$ cat src/rtl/seq_reduce_pkg.sv
// Shared types for the multi-cycle reduction engine: operator encodings,
// FSM states and the per-operator fold identity.
package seq_reduce_pkg;

  typedef enum logic [1:0] {
    OP_OR  = 2'b00,
    OP_AND = 2'b01,
    OP_XOR = 2'b10,
    OP_NOR = 2'b11
  } op_e;

  typedef enum logic [1:0] {
    S_IDLE = 2'b00,
    S_RUN  = 2'b01,
    S_DONE = 2'b10
  } state_e;

  // NOR folds as OR, so only AND starts from 1.
  function automatic logic op_identity(input op_e op);
    return (op == OP_AND);
  endfunction

endpackage

$ cat src/rtl/seq_reduce_if.sv
// Request/response bundle of the reduction engine.
// Handshake: start is sampled only while the engine is idle; busy is high
// while folding; done is a single-cycle pulse and result/found/first_idx are
// valid from that cycle until the next accepted start. No backpressure.
interface seq_reduce_if
  import seq_reduce_pkg::*;
#(
  parameter int N  = 32,
  parameter int IW = $clog2(N)
) ();
  logic          start;
  op_e           op;
  logic [N-1:0]  in_data;
  logic          busy;
  logic          done;
  logic          result;
  logic          found;
  logic [IW-1:0] first_idx;

  modport master (
    output start, op, in_data,
    input  busy, done, result, found, first_idx
  );

  modport slave (
    input  start, op, in_data,
    output busy, done, result, found, first_idx
  );
endinterface

$ cat src/rtl/seq_reduce_chunk_reduce.sv
// Combinational fold of one chunk into the running accumulator, plus the
// lowest set bit of the chunk restricted to bits that belong to the operand.
module chunk_reduce
  import seq_reduce_pkg::*;
#(
  parameter int C  = 8,
  parameter int PW = (C > 1) ? $clog2(C) : 1
) (
  input  op_e           op_i,
  input  logic [C-1:0]  chunk_i,
  input  logic [C-1:0]  mask_i,
  input  logic          acc_i,
  output logic          acc_o,
  output logic          any_o,
  output logic [PW-1:0] pos_o
);

  logic [C-1:0] scan;

  always_comb begin
    acc_o = acc_i | (|chunk_i);
    case (op_i)
      OP_AND:  acc_o = acc_i & (&chunk_i);
      OP_XOR:  acc_o = acc_i ^ (^chunk_i);
      default: acc_o = acc_i | (|chunk_i);
    endcase
  end

  // Padding bits are masked so they never count as a set operand bit.
  assign scan  = chunk_i & mask_i;
  assign any_o = |scan;

  always_comb begin
    pos_o = '0;
    for (int j = C - 1; j >= 0; j--) begin
      if (scan[j]) pos_o = PW'(j);
    end
  end

endmodule

$ cat src/rtl/seq_reduce.sv
// Multi-cycle N-bit reduction: folds C bits per clock under OR/AND/XOR/NOR
// and tracks the lowest set bit; start/busy/done handshake on the interface.
module seq_reduce
  import seq_reduce_pkg::*;
#(
  parameter int N = 32,
  parameter int C = 8
) (
  input  logic   clk,
  input  logic   rst_n,
  seq_reduce_if.slave bus,
  output state_e state_o
);

  localparam int K  = (N + C - 1) / C;
  localparam int IW = $clog2(N);
  localparam int CW = (K > 1) ? $clog2(K) : 1;
  localparam int PW = (C > 1) ? $clog2(C) : 1;

  state_e          state_q, state_d;
  op_e             op_q, op_d;
  logic [K*C-1:0]  data_q, data_d;
  logic [CW-1:0]   cnt_q, cnt_d;
  logic            acc_q, acc_d;
  logic            fint_q, fint_d;
  logic [IW-1:0]   iint_q, iint_d;
  logic            result_q, result_d;
  logic            found_q, found_d;
  logic [IW-1:0]   fidx_q, fidx_d;

  logic [C-1:0]    chunk;
  logic [C-1:0]    mask;
  logic            fold_acc;
  logic            chunk_any;
  logic [PW-1:0]   chunk_pos;
  logic [IW-1:0]   scan_idx;

  assign chunk = data_q[int'(cnt_q)*C +: C];

  always_comb begin
    for (int j = 0; j < C; j++) begin
      mask[j] = (int'(cnt_q) * C + j) < N;
    end
  end

  chunk_reduce #(.C(C), .PW(PW)) u_chunk (
    .op_i    (op_q),
    .chunk_i (chunk),
    .mask_i  (mask),
    .acc_i   (acc_q),
    .acc_o   (fold_acc),
    .any_o   (chunk_any),
    .pos_o   (chunk_pos)
  );

  assign scan_idx = IW'(int'(cnt_q) * C + int'(chunk_pos));

  always_comb begin
    state_d  = state_q;
    op_d     = op_q;
    data_d   = data_q;
    cnt_d    = cnt_q;
    acc_d    = acc_q;
    fint_d   = fint_q;
    iint_d   = iint_q;
    result_d = result_q;
    found_d  = found_q;
    fidx_d   = fidx_q;
    case (state_q)
      S_IDLE: begin
        if (bus.start) begin
          state_d        = S_RUN;
          op_d           = bus.op;
          data_d         = {(K*C){op_identity(bus.op)}};
          data_d[N-1:0]  = bus.in_data;
          cnt_d          = '0;
          acc_d          = op_identity(bus.op);
          fint_d         = 1'b0;
          iint_d         = '0;
        end
      end
      S_RUN: begin
        acc_d = fold_acc;
        if (!fint_q && chunk_any) begin
          fint_d = 1'b1;
          iint_d = scan_idx;
        end
        // Visible outputs move only here, so they never glitch mid-fold.
        if (cnt_q == CW'(K - 1)) begin
          state_d  = S_DONE;
          cnt_d    = '0;
          result_d = (op_q == OP_NOR) ? ~fold_acc : fold_acc;
          found_d  = fint_q | chunk_any;
          fidx_d   = fint_q ? iint_q : (chunk_any ? scan_idx : '0);
        end else begin
          cnt_d = cnt_q + CW'(1);
        end
      end
      S_DONE:  state_d = S_IDLE;
      default: state_d = S_IDLE;
    endcase
  end

  always_ff @(posedge clk or negedge rst_n) begin
    if (!rst_n) begin
      state_q  <= S_IDLE;
      op_q     <= OP_OR;
      data_q   <= '0;
      cnt_q    <= '0;
      acc_q    <= 1'b0;
      fint_q   <= 1'b0;
      iint_q   <= '0;
      result_q <= 1'b0;
      found_q  <= 1'b0;
      fidx_q   <= '0;
    end else begin
      state_q  <= state_d;
      op_q     <= op_d;
      data_q   <= data_d;
      cnt_q    <= cnt_d;
      acc_q    <= acc_d;
      fint_q   <= fint_d;
      iint_q   <= iint_d;
      result_q <= result_d;
      found_q  <= found_d;
      fidx_q   <= fidx_d;
    end
  end

  assign bus.busy      = (state_q == S_RUN);
  assign bus.done      = (state_q == S_DONE);
  assign bus.result    = result_q;
  assign bus.found     = found_q;
  assign bus.first_idx = fidx_q;
  assign state_o       = state_q;

endmodule

$ cat src/flat_wrapper.sv
// flat-port wrapper written by rule: the top's interface ports become plain ports
module seq_reduce_flat import seq_reduce_pkg::*;
#(
  parameter int N = 32,
  parameter int C = 8
)
  (clk, rst_n, state_o, bus_start, bus_op, bus_in_data, bus_busy, bus_done, bus_result, bus_found, bus_first_idx);
  seq_reduce_if #(.N(N)) bus_i ();
  input  logic clk;
  input  logic rst_n;
  output state_e state_o;
  input wire logic [$bits(bus_i.start)-1:0] bus_start;
  input wire logic [$bits(bus_i.op)-1:0] bus_op;
  input wire logic [$bits(bus_i.in_data)-1:0] bus_in_data;
  output wire logic [$bits(bus_i.busy)-1:0] bus_busy;
  output wire logic [$bits(bus_i.done)-1:0] bus_done;
  output wire logic [$bits(bus_i.result)-1:0] bus_result;
  output wire logic [$bits(bus_i.found)-1:0] bus_found;
  output wire logic [$bits(bus_i.first_idx)-1:0] bus_first_idx;
  assign bus_i.start = bus_start;
  assign bus_i.op = bus_op;
  assign bus_i.in_data = bus_in_data;
  assign bus_busy = bus_i.busy;
  assign bus_done = bus_i.done;
  assign bus_result = bus_i.result;
  assign bus_found = bus_i.found;
  assign bus_first_idx = bus_i.first_idx;
  seq_reduce #(.N(N), .C(C)) u_core (.clk(clk), .rst_n(rst_n), .bus(bus_i), .state_o(state_o));
endmodule
$ cat config.mk
export PLATFORM = sky130hd
export DESIGN_NAME = seq_reduce_flat
export DESIGN_NICKNAME = d
export VERILOG_FILES = /design/src/rtl/seq_reduce_pkg.sv /design/src/rtl/seq_reduce_if.sv /design/src/rtl/seq_reduce_chunk_reduce.sv /design/src/rtl/seq_reduce.sv /design/src/flat_wrapper.sv
export SDC_FILE = /design/constraint.sdc
export NUM_CORES = 1
export LEC_CHECK = 0
export CORE_ASPECT_RATIO = 1.4
export CORE_UTILIZATION = 56
export CTS_CLUSTER_DIAMETER = 40
export CTS_CLUSTER_SIZE = 14
export DETAILED_ROUTE_END_ITERATION = 8
export GPL_ROUTABILITY_DRIVEN = 0
export PLACE_DENSITY = 0.85
export SYNTH_ARGS = -nofsm -noshare
export SYNTH_HDL_FRONTEND = slang
export SYNTH_SLANG_ARGS = --single-unit
$ cat constraint.sdc
create_clock -name clk -period 4.5 [get_ports clk]
set_input_delay 0.9 -clock clk [delete_from_list [all_inputs] [get_ports clk]]
set_output_delay 0.9 -clock clk [all_outputs]
set_load 0.02 [all_outputs]
### Word level (Yosys, flattened, before mapping)

Index checks and enable logic that the tools add are counted.

* $add $sub $neg: 9
* magnitude comparators: 8
* equality and inequality tests: 10
* shift operators: 1
* mux-type cells: 26
* bitwise operators: 6
* reduce and logical (&&, ||, !) cells: 13

Operator list (number)
* 32-bit by 7-bit less-than comparator with 1-bit output, second input constant: 7
* 32-bit by 6-bit indexed part select with 8-bit output: 1
* 5-bit by 3-bit adder with 6-bit output, second input constant: 4
* 3-bit two-way mux: 8
* 5-bit two-way mux: 4
* 8-bit OR reduction: 2
* 5-bit by 2-bit adder with 6-bit output, second input constant: 2
* 5-bit case mux with 2 select lines: 1
* 8-bit bitwise AND: 1
* 2-bit equality test, second input constant: 4
* 2-bit two-way mux: 4
* 2-bit case mux with 2 select lines: 2
* 2-bit AND reduction: 4
* 8-bit AND reduction: 1
* 8-bit XOR reduction: 1
* 5-bit by 1-bit adder with 6-bit output, second input constant: 1
* 2-bit by 1-bit equality test with 1-bit output, second input constant: 3
* 5-bit by 6-bit less-than comparator with 1-bit output, second input constant: 1
* 1-bit case mux with 2 select lines: 3
* 5-bit by 3-bit adder with 5-bit output: 1
* 1-bit two-way mux: 4
* 2-bit by 1-bit != test with 1-bit output, second input constant: 2
* 3-bit AND reduction: 1
* 2-bit by 1-bit adder with 2-bit output, second input constant: 1
* 9 further kinds: 10

* register bits after elaboration: 52
* bits of input ports: 37
* output and inout port bits: 11

### Longest topological paths before layout

Gate-level depths: netlist of the first run.

* depth in word-level cells: 14
* mapped depth: 10
* gate-level depth less buffers: 8

### Cells and area by module

A second synthesis of the first run with hierarchy kept.

* cells, all modules: 276
* area total of the unflattened synthesis: 2598.7 µm²

Modules (own cells, without submodules)
* seq_reduce: instances 1, cells each 226, area an instance 2252.2 µm²
* chunk_reduce: instances 1, cells each 50, area an instance 346.6 µm²

### Least setup slack after synthesis of the first run

OpenSTA, ideal clock, no wires.

* kind: reg2reg
* start: register u_core.cnt_q[0]
* end: register u_core.result_q (netlist: u_core.bus.result)
* library setup time: 0.132 ns
* arrival: 2.632 ns
* slack: 1.736 ns
* cell stages (with the launch flop): 10
* buffers on the path: 1
* clock period less this slack: 2.764 ns
* path through: dfrtp_1 > buf_6 > mux4_1 > inv_1 > ha_1 > xnor3_1 > or4b_1 > nand4_1 > xnor2_1 > o21ai_0

* cells in the longest elaborated chain, start to end: 6
* elaborated cells on any way between the ends: 12

Ends and longest elaborated chain
* start: declaration: line seq_reduce.sv:23 `logic [CW-1:0] cnt_q, cnt_d;`
* start signal: assignment: line seq_reduce.sv:120 `cnt_q <= cnt_d;`
* 32-bit by 6-bit indexed part select with 8-bit output: line seq_reduce.sv:38 `assign chunk = data_q[int'(cnt_q)*C +: C];`
* 8-bit OR reduction (tied with other cells)
* 1-bit OR (tied with other cells): line seq_reduce_chunk_reduce.sv:25 `default: acc_o = acc_i | (|chunk_i);`
* 1-bit case mux with 2 select lines: line seq_reduce_chunk_reduce.sv:22 `case (op_i)`
* 1-bit inverter: line seq_reduce.sv:92 `result_d = (op_q == OP_NOR) ? ~fold_acc : fold_acc;`
* 1-bit two-way mux: line seq_reduce.sv:92
* end signal: assignment: line seq_reduce.sv:124 `result_q <= result_d;`
* end: declaration: line seq_reduce.sv:27 `logic result_q, result_d;`

Parallel ways exist; a longest one is shown, timed or not.
A chain may end at the register's enable or synchronous reset.

### Final worst setup path of the first run

Ends and elaborated chain as after synthesis.

==> results.json, run 1 <==
{
  "cp_max_fo": 13,
  "clock_sinks": 52,
  "min_period_ns": 3.13,
  "status": "complete, no violations",
  "h-tree-depth": 2,
  "die_area_um2": 4890,
  "drtIter0Drc": 91,
  "worst_pin_slew_ns": 1.22,
  "yosys.area.top_type": "dfrtp_1",
  "gr-total-overflow": 0,
  "numCtsBuffers": 5,
  "synth.top_cell.area_share": 0.504,
  "syn2layout_area_growth_pct": 23.1,
  "slew_violations": 0,
  "ctsHoldBuffers": 0,
  "layout.nets": 362,
  "cts_resized": 0,
  "grt_pass1_wl_um": 8510,
  "wl_um": 4930,
  "endpoint_kind": "flip-flop",
  "hold_class": "reg -> reg",
  "synthArstFlopShare": 1.00,
  "hpwl_um": 3540,
  "syn_avg_cell_area_um2": 9.64,
  "nFillCells": 344,
  "die_h_um": 82.4,
  "ir_drop_v": 0.000371,
  "fin_skew_ns": 0.00584,
  "fp-row-count": 28,
  "yosysWarningCount": 0,
  "grt_use_total": 0.235,
  "final_common_cell": "nand2_1",
  "syn_nets": 318,
  "yosysUniqueCellTypes": 38,
  "fmax_mhz": 320,
  "required_ns": 4.68,
  "power_density_nw_per_um2": 736,
  "cts_setup_buffers": 0,
  "ys.flop_type": "dfrtp_1",
  "synth_area_leaders": "dfrtp_1 (50%), nand2_1 (17%), ha_1 (6.3%)",
  "cpMaxStageDelayCell": "dfrtp_1",
  "initial_utilization": 0.600,
  "grt_max_degree": 53,
  "crit_type": "reg -> reg",
  "clk_latency_ns": 0.30,
  "cts.clk_slew.worst_paths_ns": 0.09,
  "detail_route.wl_per_cell_um": 13.3,
  "synth_edf_count": 0,
  "max-cap-violations": 0,
  "grt_pass1_vias": 1956,
  "num_vias": 1999,
  "portBuffers": 47,
  "drc": 0,
  "io_pins": 48,
  "detail-route-antenna-nets": 0,
  "postSynthCellCount": 268,
  "utilization": 0.738,
  "setup_viol": 0,
  "syn-cell-area_um2": 2580,
  "ys_ff_latch": 52,
  "vias_per_cell": 5.37,
  "layout_common_cells": "nand2_1 (114), dfrtp_1 (52), clkdlybuf4s50_1 (46), ha_1 (13), inv_1 (11)",
  "whs_ns": 0.468,
  "dr.pass1.iters": 4,
  "timing.final.hold_violations": 0,
  "die_w_um": 59.4,
  "min_period_over_period": 0.695,
  "cts_root_buf": "clkbuf_8",
  "rsz0062_at_grt": "no",
  "seq_area_frac_synth": 0.504,
  "core_area_um2": 4310,
  "slowest_delay_ns": 0.73,
  "worstSetupStartpointType": "flip-flop",
  "path_cells": "mux4_1 -> inv_1 -> ha_1 -> xnor3_1 -> or4b_1 -> nand4_1 -> xnor2_1 -> o21ai_0",
  "post-place-cells": 365,
  "diodes": 0,
  "stdcell_count": 372,
  "tns_ns": 0,
  "antenna_found_initial": 0,
  "relSlewSlack": 0.188,
  "crit_arrival_ns": 3.31,
  "cts_buffer_depth": 2,
  "total_leakage_power_uw": 0.00155,
  "drive_gt1_frac": 0.0609,
  "cts_tree": "yes"
}
cell type report:
cell class,count,area [µm²],share of cell area
flip-flops and latches,52,1300,0.409
multi-input cells,192,1180,0.373
inverters,13,48.8,0.0153
repair buffers,48,473,0.149
clock buffers,7,96.3,0.0303
well taps,60,75.1,0.0236
cells by family after synthesis:
group,share of synthesized area
DFF,0.504
muxes,0.0755
xor gates and xnor gates,0.0155
and+or+nand+nor,0.224
AOI/OAI and AO/OA,0.0785
adders and majority gates,0.0630
buffers and inverters,0.0397
per-layer routing:
metal / global-route usage / vias to the layer above / part of all wire
li1: - / 976 / -
met2: 0.383 / 60 / 0.51
met5: 0 / - / 0
met4: 0.117 / 0 / 0.029
met3: 0.0483 / 16 / 0.039
met1: 0.294 / 947 / 0.43
power breakdown:
part	total, µW	leakage, µW	internal, µW	switching [µW]
sequential	853	0.000645	681	172
clock	277	0.0000503	137	140
combinational	1210	0.000853	574	636
critical path, delay by kind of cell (launching register included):
family	cells	cell delay, ns
flip-flops	1	0.73
multiplexers	1	0.72
AND/OR/NAND/NOR	2	0.61
XOR/XNOR	2	0.50
adder cells (fa/ha/maj)	1	0.24
buffers and inverters	1	0.12
AO/OA/AOI/OAI	1	0.08
through the flow:
step	total power, µW	area (µm²)	setup WS [ns]
6_report	2340	3180	1.37
5_1_grt	2550	3180	1.20
4_1_cts	2340	3180	1.37
3_5_place_dp	2060	3080	1.38
3_3_place_gp	2010	3080	1.44
2_1_floorplan	1730	2580	1.74
path summary, 6_finish.rpt:
check / from / end / slack (ns) / cells past startpoint
max in group asynchronous: rst_n / u_core.data_q[1] / 3.02 / 1
min in group asynchronous: rst_n / u_core.op_q[1] / 0.81 / 1
worst min-delay path: u_core.bus.found / u_core.bus.found / 0.47 / 2
worst min register to register: u_core.bus.found / u_core.bus.found / 0.47 / 2
worst max-delay path: u_core.cnt_q[0] / u_core.bus.result / 1.37 / 8
worst max register to register: u_core.cnt_q[0] / u_core.bus.result / 1.37 / 8
flip-flops by register name, indices dropped and copies added (netlist names):
name,count
u_core.iint_q,5
u_core.bus.first_idx,5
u_core.cnt_q,2
u_core.state_o,2
u_core.data_q,32
u_core.fint_q,1
u_core.acc_q,1
u_core.bus.result,1
u_core.bus.found,1
u_core.op_q,2
cells in the mapped netlist (all sizes together), types with 2 or more instances:
master	instances
nand2	114
dfrtp	52
ha	13
inv	12
nor2	9
clkbuf	8
mux4	8
o21ai	8
nand3	6
a21oi	5
buf	3
nand4	3
a221oi	2
a32o	2
a32oi	2
nor2b	2
nor3	2
o21bai	2
or3	2
No activity file was read; power rests on OpenSTA's default activity.
==> run 2, diff against run 1 <==
--- a/config.mk
+++ b/config.mk
@@ -6,12 +6,12 @@
 export NUM_CORES = 1
 export LEC_CHECK = 0
 export CORE_ASPECT_RATIO = 1.4
-export CORE_UTILIZATION = 56
+export CORE_UTILIZATION = 47
 export CTS_CLUSTER_DIAMETER = 40
 export CTS_CLUSTER_SIZE = 14
 export DETAILED_ROUTE_END_ITERATION = 8
 export GPL_ROUTABILITY_DRIVEN = 0
-export PLACE_DENSITY = 0.85
+export PLACE_DENSITY = 0.76
 export SYNTH_ARGS = -nofsm -noshare
 export SYNTH_HDL_FRONTEND = slang
 export SYNTH_SLANG_ARGS = --single-unit
==> constraint.sdc (replaced) <==
create_clock -name clk -period 2.6 [get_ports clk]
set_input_delay 0.52 -clock clk [delete_from_list [all_inputs] [get_ports clk]]
set_output_delay 0.52 -clock clk [all_outputs]
set_load 0.02 [all_outputs]
==> run 2 against run 1 <==
  * The flow now finishes with violations (negative setup slack)
  * Final cell count up 7.8%
  * First-iteration DRC count increased by 97%
  * Non-clock buffer count grew 22
  * Count of clock-buffer cells in the layout down 1
  * Via count increased by 3.4%
  * Critical path depth increased by 1
  * Sequential power increased by 68%
  * Fmax increased by 16%
  * Register-to-register slack worse by 1.5 ns
  * Sequential share of layout area decreased by 2.5 points
  * Combinational power rose by 120%
  * Die area grew 19%
  * Critical endpoint unchanged
  * Largest cell class unchanged
==> results.json, run 2 (synthesis results as in run 1) <==
{
  "core_area_um2": 5240,
  "endpoint_kind": "flip-flop",
  "grt_use_total": 0.207,
  "portBuffers": 47,
  "ir_drop_v": 0.000701,
  "layout_common_cells": "nand2_1 (114), dfrtp_1 (52), clkdlybuf4s50_1 (46), buf_4 (22), ha_1 (12)",
  "fin_skew_ns": 0.00567,
  "numCtsBuffers": 5,
  "min_period_over_period": 1.04,
  "stdcell_count": 401,
  "grt_pass1_wl_um": 9320,
  "hold_class": "in -> async",
  "relSlewSlack": 0.609,
  "rsz0062_at_grt": "yes",
  "slowest_delay_ns": 0.53,
  "setup_viol": 2,
  "crit_type": "reg -> reg",
  "diodes": 0,
  "detail-route-antenna-nets": 0,
  "cts_buffer_depth": 2,
  "path_cells": "buf_12 -> mux4_2 -> inv_2 -> ha_4 -> xnor3_1 -> or4b_4 -> nand4_1 -> xnor2_1 -> o21ai_1",
  "worst_slack_ns": -0.0946,
  "drc": 0,
  "die_w_um": 64.7,
  "detail_route.wl_per_cell_um": 13.7,
  "die_h_um": 89.7,
  "fmax_mhz": 371,
  "io_pins": 48,
  "clkPwrFrac": 0.119,
  "cpMaxStageDelayCell": "mux4_2",
  "dr.pass1.iters": 4,
  "post-place-cells": 388,
  "layout.nets": 384,
  "required_ns": 2.79,
  "min_period_ns": 2.69,
  "power_switching_uw": 1820,
  "h-tree-depth": 2,
  "largest_reg_flops": 32,
  "grt_pass1_vias": 2114,
  "intPower_uw": 2770,
  "num_vias": 2066,
  "clock_sinks": 52,
  "die_area_um2": 5800,
  "p_seq_frac": 0.312,
  "drtIter0Drc": 179,
  "switching_share": 0.396,
  "utilization": 0.646,
  "gr-total-overflow": 0,
  "total_power_uw": 4590,
  "worstSetupStartpointType": "flip-flop",
  "violations": "negative setup slack",
  "hpwl_um": 3810,
  "fp-row-count": 31,
  "cts_root_buf": "clkbuf_8",
  "status": "complete, but fails checks",
  "reg2reg_depth": 9,
  "timing.final.hold_violations": 0,
  "cts.clk_slew.worst_paths_ns": 0.09,
  "syn2layout_area_growth_pct": 30.9,
  "final_common_cell": "nand2_1",
  "clk_latency_ns": 0.30,
  "grt_max_degree": 40,
  "whs_ns": 0.205,
  "wl_um": 5500,
  "cts_tree": "yes",
  "drive_gt1_frac": 0.146,
  "cp_max_fo": 7,
  "total_leakage_power_uw": 0.00165,
  "top_register": "u_core.data_q",
  "worst_pin_slew_ns": 0.586,
  "vias_per_cell": 5.15,
  "initial_utilization": 0.493,
  "slew_violations": 0,
  "power_density_nw_per_um2": 1360,
  "max-cap-violations": 0,
  "crit_arrival_ns": 2.88,
  "antenna_found_initial": 0,
  "comb_power_share": 0.569
}
[run 2: repair_timing]
action                     CTS  global route
hold buffers                 0             0
setup endpoints to repair    1             4
hold endpoints to repair     0             0
buffers inserted             3             2
gates resized for setup      2             3
pin swaps                    2             1
[run 2: per-stage QoR]
step	setup TNS [ns]	instance area, µm²	setup slack (ns)
2_1_floorplan	-0.0159	2570	-0.0159
3_3_place_gp	0	3220	0.00253
3_5_place_dp	-0.0649	3220	-0.0649
4_1_cts	-0.0487	3360	-0.0421
5_1_grt	-0.546	3380	-0.213
6_report	-0.162	3380	-0.0946
[run 2: worst max-delay path, delay by kind of cell, from the launching register on]
| family | cells | cell delay, ns |
|---|---|---|
| compound gates | 1 | 0.08 |
| fa+ha+maj | 1 | 0.20 |
| mux | 1 | 0.53 |
| flops | 1 | 0.40 |
| xor+xnor | 2 | 0.51 |
| buf+inv | 2 | 0.23 |
| simple gates | 2 | 0.63 |
[run 2: metal layers]
layer / track usage / up-vias / wire (µm)
li1: - / 1016 / -
met1: 0.244 / 967 / 2250
met2: 0.363 / 64 / 2860
met3: 0.0343 / 19 / 190
met4: 0.0889 / 0 / 195
met5: 0 / - / 0
[run 2: layout make-up]
type                       instances  area (µm²)
fill                             470        1850
inverter                          13        48.8
clock inverter                     2        35.0
sequential                        52        1300
clock buffer                       6        72.6
tap                               66        82.6
multi-input combinational        192        1190
timing repair buffer              70         651
[run 2: power by group through the flow]
stage          combinational [µW]  sequential, µW  clock [µW]
5_1_grt                      2900            1480         586
2_1_floorplan                1560            1430           0
3_5_place_dp                 2380            1440           0
6_report                     2610            1430         545
4_1_cts                      2530            1430         552
3_3_place_gp                 2320            1430           0
[run 2: path summary, 6_finish.rpt]
path	start	to	slack [ns]
setup / recovery	u_core.cnt_q[0]	u_core.bus.result	-0.09
hold / removal	rst_n	u_core.bus.found	0.21
setup reg to reg	u_core.cnt_q[0]	u_core.bus.result	-0.09
hold reg to reg	u_core.bus.found	u_core.bus.found	0.47
max in group asynchronous	rst_n	u_core.data_q[16]	1.79
min in group clk	u_core.bus.found	u_core.bus.found	0.47
==> run 3, diff against run 2 <==
--- a/config.mk
+++ b/config.mk
@@ -6,12 +6,14 @@
 export NUM_CORES = 1
 export LEC_CHECK = 0
 export CORE_ASPECT_RATIO = 1.4
-export CORE_UTILIZATION = 47
+export CORE_UTILIZATION = 56
 export CTS_CLUSTER_DIAMETER = 40
 export CTS_CLUSTER_SIZE = 14
 export DETAILED_ROUTE_END_ITERATION = 8
+export DONT_BUFFER_PORTS = 1
 export GPL_ROUTABILITY_DRIVEN = 0
-export PLACE_DENSITY = 0.76
+export PLACE_DENSITY = 0.74
+export SLEW_MARGIN = 0
 export SYNTH_ARGS = -nofsm -noshare
 export SYNTH_HDL_FRONTEND = slang
 export SYNTH_SLANG_ARGS = --single-unit
==> run 3 against run 2 <==
  * The flow now finishes without violations
  * Clock skew increased by 0.00067 ns
  * Sequential power increased by 4%
  * Setup slack improved by 0.13 ns
  * Critical path depth unchanged
  * Count of clock-buffer cells in the layout increased by 1
  * Final cell count decreased by 13%
  * First-iteration DRC count decreased by 54%
  * Register-to-register slack improved by 0.13 ns
  * Power decreased by 5.0%
  * Critical endpoint unchanged
==> results.json, run 3 (synthesis results as in run 1) <==
{
  "status": "complete, no violations",
  "crit_type": "reg -> reg",
  "grt_pass1_wl_um": 8220,
  "grt_use_total": 0.230,
  "ir_drop_v": 0.000642,
  "slew_violations": 0,
  "io_pins": 48,
  "detail-route-antenna-nets": 0,
  "largest_reg_flops": 32,
  "vias_per_cell": 5.43,
  "worst_pin_slew_ns": 0.748,
  "dr.pass1.iters": 4,
  "grt_pass1_vias": 1839,
  "timing.final.hold_violations": 0,
  "initial_utilization": 0.600,
  "fmax_mhz": 389,
  "critical_path.startpoint": "u_core.cnt_q[0]",
  "num_vias": 1883,
  "clk_latency_ns": 0.30,
  "relSlewSlack": 0.502,
  "min_period_over_period": 0.988,
  "fp-row-count": 28,
  "die_w_um": 59.4,
  "layout.nets": 336,
  "gr-total-overflow": 0,
  "reg2reg_from": "u_core.cnt_q[0]",
  "hpwl_um": 3630,
  "layout_common_cells": "nand2_1 (114), dfrtp_1 (52), buf_4 (19), ha_1 (12), nor2_1 (9)",
  "antenna_found_initial": 0,
  "h-tree-depth": 2,
  "drtIter0Drc": 83,
  "crit_arrival_ns": 2.75,
  "worstSetupStartpointType": "flip-flop",
  "fin_skew_ns": 0.00634,
  "stdcell_count": 347,
  "setup_viol": 0,
  "dpl-instance-area_um2": 2720,
  "post-place-cells": 331,
  "drc": 0,
  "die_area_um2": 4890,
  "nFillCells": 347,
  "core_area_um2": 4310,
  "detail_route.wl_per_cell_um": 14.8,
  "power_density_nw_per_um2": 1490,
  "total_leakage_power_uw": 0.00147,
  "required_ns": 2.78,
  "clock_sinks": 52,
  "r2r-end": "u_core.bus.result",
  "cp_max_fo": 5,
  "die_h_um": 82.4,
  "cts_buffer_depth": 2,
  "cts_root_buf": "clkbuf_8",
  "endpoint_kind": "flip-flop",
  "reg2reg_depth": 9,
  "utilization": 0.681,
  "hold_class": "in -> async",
  "min_period_ns": 2.57,
  "portBuffers": 0,
  "drive_gt1_frac": 0.174,
  "final_common_cell": "nand2_1",
  "design_area_um2": 2940,
  "grt_max_degree": 53,
  "max-cap-violations": 0,
  "rsz0062_at_grt": "yes",
  "r2r_setup_slack_ns": 0.03,
  "numCtsBuffers": 5,
  "wl_um": 5140,
  "cts.clk_slew.worst_paths_ns": 0.09,
  "diodes": 0,
  "cts_tree": "yes",
  "syn2layout_area_growth_pct": 13.6,
  "top_register": "u_core.data_q"
}
-- run 3: cell types whose count changed in the layout (fill, tap and decap cells not counted), moves of 2 or more --
cell             previous run  this run
buf_4                      22        19
clkbuf_8                    5         7
inv_2                       3         6
clkdlybuf4s50_1            46         0
inv_1                       9         6
-- run 3: metal layers --
layer	vias to the layer above	global-route usage	share of wire
li1	923	-	-
met1	897	0.287	0.42
met2	53	0.393	0.52
met4	0	0.0929	0.022
met5	-	0	0
met3	10	0.0389	0.041
-- run 3: timing repair --
item,CTS,global route
resized for setup,5,2
hold buffers,1,0
buffers inserted,3,4
endpoints found under the setup margin,1,6
hold endpoints to repair,52,0
pin swaps,1,1
-- run 3: report_power, final --
| group | internal (µW) | switching [µW] | total, µW |
|---|---|---|---|
| Clock | 340 | 258 | 598 |
| Combinational | 1100 | 1180 | 2280 |
| Sequential | 1180 | 307 | 1490 |
-- run 3: critical path: stages (launching register included) --
cell and delay [ns]:
dfrtp_1 0.38, buf_12 0.13, mux4_2 0.51, inv_2 0.10, ha_4 0.20, xnor3_1 0.34, or4b_1 0.47, nand4_1 0.12
xnor2_1 0.13, o21ai_1 0.07
-- run 3: worst max path at each step --
stage,slack [ns],end
5_1_grt,-0.08,u_core.bus.result
4_1_cts,0.01,u_core.bus.result
6_report,0.03,u_core.bus.result
3_5_place_dp,-0.06,u_core.bus.result
2_1_floorplan,-0.02,u_core.bus.result
3_3_place_gp,0.02,u_core.bus.result
-- run 3: area by class of cell --
type / count / area, µm² / share of cell area
Sequential cell: 52 / 1300 / 0.443
Multi-Input combinational cell: 192 / 1180 / 0.403
Timing Repair Buffer: 22 / 201 / 0.0686
Clock buffer: 7 / 96.3 / 0.0328
Tap cell: 60 / 75.1 / 0.0256
Inverter: 13 / 48.8 / 0.0166
Clock inverter: 1 / 30.0 / 0.0102
-- run 3: metrics by stage --
stage	TNS (ns)	setup slack [ns]	total power (µW)	hold WS [ns]
global route	-0.0822	-0.0822	4710	0.0704
detailed placement	-0.0592	-0.0592	3570	0.226
global placement	0	0.0203	3490	0.226
finish	0	0.0308	4360	0.0634
floorplan	-0.0159	-0.0159	2990	0.224
CTS	0	0.0108	4300	0.0675
